[src/rtl/laser_scan_ctrl.sv]
// Alternating C1/C2 centre search: scans all 256 candidate centres for one circle
// while the other stays fixed, commits the strict best, and repeats until no gain.
module laser_scan_ctrl #(
  parameter int MAX_ITER = 4,
  parameter int CNT_W    = 6
) (
  input  logic             CLK,
  input  logic             RST,
  input  logic             START,
  output logic             REQ_VALID,
  input  logic             REQ_READY,
  output logic             REQ_SEL,
  output logic [3:0]       REQ_X,
  output logic [3:0]       REQ_Y,
  output logic [3:0]       FIX_X,
  output logic [3:0]       FIX_Y,
  input  logic             RSP_VALID,
  input  logic [CNT_W-1:0] RSP_CNT,
  output logic [3:0]       C1X,
  output logic [3:0]       C1Y,
  output logic [3:0]       C2X,
  output logic [3:0]       C2Y,
  output logic [CNT_W-1:0] BEST_CNT,
  output logic             BUSY,
  output logic             DONE
);

  typedef enum logic [1:0] {IDLE, ISSUE, WAIT, FINISH} state_t;

  state_t           state_q, state_d;
  logic [3:0]       c1x_q, c1x_d, c1y_q, c1y_d, c2x_q, c2x_d, c2y_q, c2y_d;
  logic [CNT_W-1:0] best_q, best_d, pass_best_q, pass_best_d;
  logic [3:0]       pass_x_q, pass_x_d, pass_y_q, pass_y_d;
  logic             imp_q, imp_d, pair_imp_q, pair_imp_d;
  logic [3:0]       iter_q, iter_d;
  logic             sel_q, sel_d;
  logic [3:0]       cx_q, cx_d, cy_q, cy_d;

  logic             better, nimp;
  logic [CNT_W-1:0] nbest;
  logic [3:0]       npx, npy;

  always_comb begin
    state_d     = state_q;
    c1x_d       = c1x_q;
    c1y_d       = c1y_q;
    c2x_d       = c2x_q;
    c2y_d       = c2y_q;
    best_d      = best_q;
    pass_best_d = pass_best_q;
    pass_x_d    = pass_x_q;
    pass_y_d    = pass_y_q;
    imp_d       = imp_q;
    pair_imp_d  = pair_imp_q;
    iter_d      = iter_q;
    sel_d       = sel_q;
    cx_d        = cx_q;
    cy_d        = cy_q;
    REQ_VALID   = 1'b0;
    BUSY        = 1'b1;
    DONE        = 1'b0;

    // Strict compare keeps the earliest candidate on ties.
    better = (RSP_CNT > pass_best_q);
    nbest  = better ? RSP_CNT : pass_best_q;
    npx    = better ? cx_q : pass_x_q;
    npy    = better ? cy_q : pass_y_q;
    nimp   = imp_q | better;

    case (state_q)
      IDLE: begin
        BUSY = 1'b0;
        if (START) begin
          c1x_d       = 4'd4;
          c1y_d       = 4'd4;
          c2x_d       = 4'd11;
          c2y_d       = 4'd11;
          best_d      = '0;
          pass_best_d = '0;
          pass_x_d    = '0;
          pass_y_d    = '0;
          imp_d       = 1'b0;
          pair_imp_d  = 1'b0;
          iter_d      = '0;
          sel_d       = 1'b0;
          cx_d        = '0;
          cy_d        = '0;
          state_d     = ISSUE;
        end
      end
      ISSUE: begin
        REQ_VALID = 1'b1;
        if (REQ_READY) state_d = WAIT;
      end
      WAIT: begin
        if (RSP_VALID) begin
          pass_best_d = nbest;
          pass_x_d    = npx;
          pass_y_d    = npy;
          state_d     = ISSUE;
          if (!(cx_q == 4'hF && cy_q == 4'hF)) begin
            imp_d = nimp;
            cx_d  = cx_q + 4'd1;
            if (cx_q == 4'hF) cy_d = cy_q + 4'd1;
          end else begin
            // Pass end: commit only if this pass found a strictly better centre.
            if (nimp) begin
              best_d = nbest;
              if (sel_q) begin
                c2x_d = npx;
                c2y_d = npy;
              end else begin
                c1x_d = npx;
                c1y_d = npy;
              end
            end
            imp_d = 1'b0;
            cx_d  = '0;
            cy_d  = '0;
            if (!sel_q) begin
              pair_imp_d = nimp;
              sel_d      = 1'b1;
            end else begin
              iter_d = iter_q + 4'd1;
              sel_d  = 1'b0;
              if (!(pair_imp_q || nimp) || (iter_q + 4'd1) >= 4'(MAX_ITER)) begin
                state_d = FINISH;
              end
            end
          end
        end
      end
      FINISH: begin
        DONE    = 1'b1;
        state_d = IDLE;
      end
      default: state_d = IDLE;
    endcase
  end

  always_ff @(posedge CLK) begin
    if (RST) begin
      state_q     <= IDLE;
      c1x_q       <= '0;
      c1y_q       <= '0;
      c2x_q       <= '0;
      c2y_q       <= '0;
      best_q      <= '0;
      pass_best_q <= '0;
      pass_x_q    <= '0;
      pass_y_q    <= '0;
      imp_q       <= 1'b0;
      pair_imp_q  <= 1'b0;
      iter_q      <= '0;
      sel_q       <= 1'b0;
      cx_q        <= '0;
      cy_q        <= '0;
    end else begin
      state_q     <= state_d;
      c1x_q       <= c1x_d;
      c1y_q       <= c1y_d;
      c2x_q       <= c2x_d;
      c2y_q       <= c2y_d;
      best_q      <= best_d;
      pass_best_q <= pass_best_d;
      pass_x_q    <= pass_x_d;
      pass_y_q    <= pass_y_d;
      imp_q       <= imp_d;
      pair_imp_q  <= pair_imp_d;
      iter_q      <= iter_d;
      sel_q       <= sel_d;
      cx_q        <= cx_d;
      cy_q        <= cy_d;
    end
  end

  assign REQ_SEL  = sel_q;
  assign REQ_X    = cx_q;
  assign REQ_Y    = cy_q;
  assign FIX_X    = sel_q ? c1x_q : c2x_q;
  assign FIX_Y    = sel_q ? c1y_q : c2y_q;
  assign C1X      = c1x_q;
  assign C1Y      = c1y_q;
  assign C2X      = c2x_q;
  assign C2Y      = c2y_q;
  assign BEST_CNT = best_q;

endmodule

[config.mk]
export PLATFORM = sky130hd
export DESIGN_NAME = laser_scan_ctrl
export DESIGN_NICKNAME = d
export VERILOG_FILES = /design/src/rtl/laser_scan_ctrl.sv
export SDC_FILE = /design/constraint.sdc
export NUM_CORES = 1
export LEC_CHECK = 0
export ABC_CLOCK_PERIOD_IN_PS = 2100
export CORE_MARGIN = 4
export CORE_UTILIZATION = 52
export CTS_BUF_LIST = sky130_fd_sc_hd__clkbuf_16
export DETAILED_ROUTE_END_ITERATION = 12
export GPL_TIMING_DRIVEN = 0
export HOLD_SLACK_MARGIN = 0.02
export PLACE_DENSITY = 0.79
export SLEW_MARGIN = 20
export SYNTH_ARGS = -nofsm -noshare
export SYNTH_HDL_FRONTEND = slang
export SYNTH_SLANG_ARGS = --single-unit
[constraint.sdc]
create_clock -name CLK -period 2.1 [get_ports CLK]
set_input_delay 0.315 -clock CLK [delete_from_list [all_inputs] [get_ports CLK]]
set_output_delay 0.315 -clock CLK [all_outputs]
set_load 0.1 [all_outputs]
==> results.sh <==
export IMPL_via_per_inst=6.00
export IMPL_violations="negative setup slack"
export IMPL_fin_util_pct=78.2
export IMPL_num_io_pins=53
export IMPL_setup_viol=9
export IMPL_hold_violations=0
export IMPL_place_ws_ns=-0.600
export IMPL_avgRoutedWirePerCell_um=17.9
export IMPL_die_width_um=80.2
export IMPL_placementRows=26
export IMPL_grt_pass1_wl_mm=13.1
export IMPL_rr_startpoint="pass_best_q[5]$_SDFFE_PP0P_"
export IMPL_nFillCells=352
export IMPL_clock_latency_ns=0.29
export IMPL_crit_fanout=8
export IMPL_grt_pass1_vias=2728
export IMPL_tightest_slew_ns=0.974
export IMPL_routed_wl_mm=8.55
export IMPL_dieArea_sq_um=6430
export IMPL_drive_gt1_share_pct=30.6
export IMPL_status="finished with violations"
export IMPL_antenna_left=0
export IMPL_io_buffers=51
export IMPL_ys_seq_area_share_pct=39.1
export IMPL_dp_hpwl_mm=5.12
export IMPL_fin_ws_ns=-0.0398
export IMPL_dr_first_iter_drc_count=254
export IMPL_rrSetupSlack_ns=-0.04
export IMPL_antenna_cells=0
export IMPL_cts_tree="built"
export IMPL_antenna_found_initial=0
export IMPL_gr_total_overflow=0
export IMPL_ys_async_sr_fraction_pct=0
export IMPL_fmax_ghz=0.467
export IMPL_cts_hold_buf=0
export IMPL_htreeDepth=2
export IMPL_worstHoldStart="pass_y_q[0]$_SDFFE_PP0P_"
export IMPL_syn_avg_cell_area_sq_um=8.27
export IMPL_synth_top_flop_cell="dfxtp_1"
export IMPL_path_class="reg2reg"
export IMPL_finalWeightedCongestion=0.832
export IMPL_ys_seq_elements=53
export IMPL_first_pass_iters=5
export IMPL_slew_headroom_pct=34.9
export IMPL_clkSlewWorstSetupHoldPaths_ns=0.07
export IMPL_synth_nets=348
export IMPL_cts_sinks=53
export IMPL_grt_max_degree=16
export IMPL_skew_ns=0.00423
export IMPL_crit_path_start_kind="flip-flop"
export IMPL_crit_path_end_kind="flip-flop"
export IMPL_synth_edf_count=0
export IMPL_pwr_density_cell_nw_per_um2=710
export IMPL_fin_nets=429
export IMPL_p_leak_nw=1.79
export IMPL_yosys_warnings=0
export IMPL_finalCriticalPeriod_ns=2.14
export IMPL_final_area_sq_um=3970
export IMPL_cap_violations=0
export IMPL_groute_usage_overall_pct=25.5
export IMPL_worstPathRequired_ns=2.32
export IMPL_yosys_cell_types_count=48
export IMPL_routed_via_count=2873
export IMPL_synthToLayoutAreaGrowth_pct=46.3
export IMPL_fin_crit_sh_pct=102
export IMPL_core_area_sq_um=5070
export IMPL_die_y_um=80.2
export IMPL_arrival_ns=2.36
export IMPL_syn_inst=328
export IMPL_slew_viol_final=0
export IMPL_cts_root_buf="clkbuf_16"
export IMPL_vdd_drop_max_v=0.000430
export IMPL_numCtsBuffers=5
export IMPL_crit_path_start="pass_best_q[5]$_SDFFE_PP0P_"
export IMPL_synth_area_sq_um=2710
export IMPL_holdCritPathClass="reg2reg"
export IMPL_rsz0062_at_grt="true"
export IMPL_clockBufferDepth=2
export IMPL_placed_area_sq_um=3350
export IMPL_drc_errors=0
export IMPL_start_util_pct=53.4
[cells in the mapped netlist (all sizes together), types with 2 or more instances]
library cell,number,area [sq um]
nor3,14,80.1
a21o,2,15.0
nand3,8,45.0
and3,12,75.1
nand2,26,97.6
o21ai,26,134
a21oi,30,161
or2,3,18.8
ha,9,113
buf,9,53.8
mux2,9,101
a41oi,2,17.5
nor2b,4,25.0
o21a,2,16.3
a311oi,2,41.3
clkbuf,9,33.8
a211oi,18,135
a31oi,3,18.8
a221oi,3,26.3
and4,3,28.8
nand2b,5,31.3
inv,16,60.1
dfxtp,53,1060
nor2,38,150
xnor2,2,17.5
a22oi,6,45.0
nand4,6,43.8
[worst paths after layout]
check                              to  cells after the start
max               C1X[0]$_SDFFE_PP0P_                     10
min          pass_y_q[0]$_SDFFE_PP0P_                      2
max reg2reg       C1X[0]$_SDFFE_PP0P_                     10
min reg2reg  pass_y_q[0]$_SDFFE_PP0P_                      2
[cell type report]
cell class,count,area [sq um],area share [%]
Buffer,18,113,2.84
Clock buffer,5,125,3.15
Clock inverter,2,10.0,0.252
Inverter,16,62.6,1.58
Multi-Input combinational cell,241,1770,44.7
Sequential cell,53,1100,27.6
Tap cell,70,87.6,2.21
Timing Repair Buffer,74,702,17.7
[sequential cells by signal (all words and copies together) (netlist names), 2 cells and up]
signal and cells:
state_q 2, C2X 4, REQ_Y 4, iter_q 4
C1X 4, REQ_X 4, pass_x_q 4, pass_best_q 6
C2Y 4, C1Y 4, pass_y_q 4, BEST_CNT 6
[cells in the final DEF, fill, tap and decap left out, types with 4 or more instances in the layout]
master           count
dfxtp_1             39
nor2_1              37
a21oi_1             27
nand2_1             22
dlymetal6s2s_1      22
buf_4               21
o21ai_0             17
a211oi_1            15
inv_1               13
dlygate4sd2_1       13
buf_2               12
mux2_2               9
and3_1               9
dfxtp_2              7
dfxtp_4              7
clkbuf_1             7
nand3_1              7
buf_6                6
nor3_1               6
o21ai_1              5
nand4_1              5
nor3_2               5
ha_4                 5
clkbuf_16            5
clkdlybuf4s50_1      5
nand2_2              4
nand2b_1             4
ha_1                 4
[cell families (layout without fill, tap and decap cells)]
kind of cell | Yosys count | count (layout) | share of synthesized area (%)
simple gates | 123 | 123 | 23.1
fa+ha+maj | 9 | 9 | 4.15
compound gates | 96 | 96 | 23.1
xor+xnor | 3 | 3 | 0.969
buf+inv | 34 | 115 | 5.45
mux | 10 | 10 | 4.11
flops | 53 | 53 | 39.1
[worst max-delay path: stages (launching register included)]
cell      delay, ns
dfxtp_2        0.33
inv_1          0.06
ha_4           0.28
and4_4         0.27
o21a_4         0.17
o21ai_4        0.10
buf_6          0.15
a311oi_4       0.31
buf_6          0.19
o21ai_1        0.07
a21oi_1        0.12
[per-stage QoR]
step | TNS [ns] | std cells | hold WS, ns | power [mW]
after CTS | -0.136 | 469 | 0.453 | 2.76
after floorplan | 0 | 328 | 0.427 | 1.72
final | -0.194 | 479 | 0.455 | 2.82
after global placement | -21.72 | 449 | 0.433 | 1.90
after global routing | -1.61 | 479 | 0.478 | 2.93
after detailed placement | -23.26 | 449 | 0.442 | 1.91
[what timing repair did]
action                     in CTS  in global routing
setup endpoints to repair      58                 69
resized for setup              81                 70
buffers inserted               12                 10
gates cloned                    1                  0
pin swaps                       8                 17
[power by group]
group          switching, mW  internal (mW)
combinational          0.678          0.276
clock                  0.354          0.432
sequential            0.0323           1.05
[per-layer routing]
| metal | track usage, % | share of wire [%] |
|---|---|---|
| met5 | 0 | 0 |
| met4 | 10.5 | 2.8 |
| met3 | 4.60 | 6.8 |
| met2 | 42.8 | 50 |
| met1 | 32.0 | 41 |
Note: power is estimated with default switching activity, not from simulation.
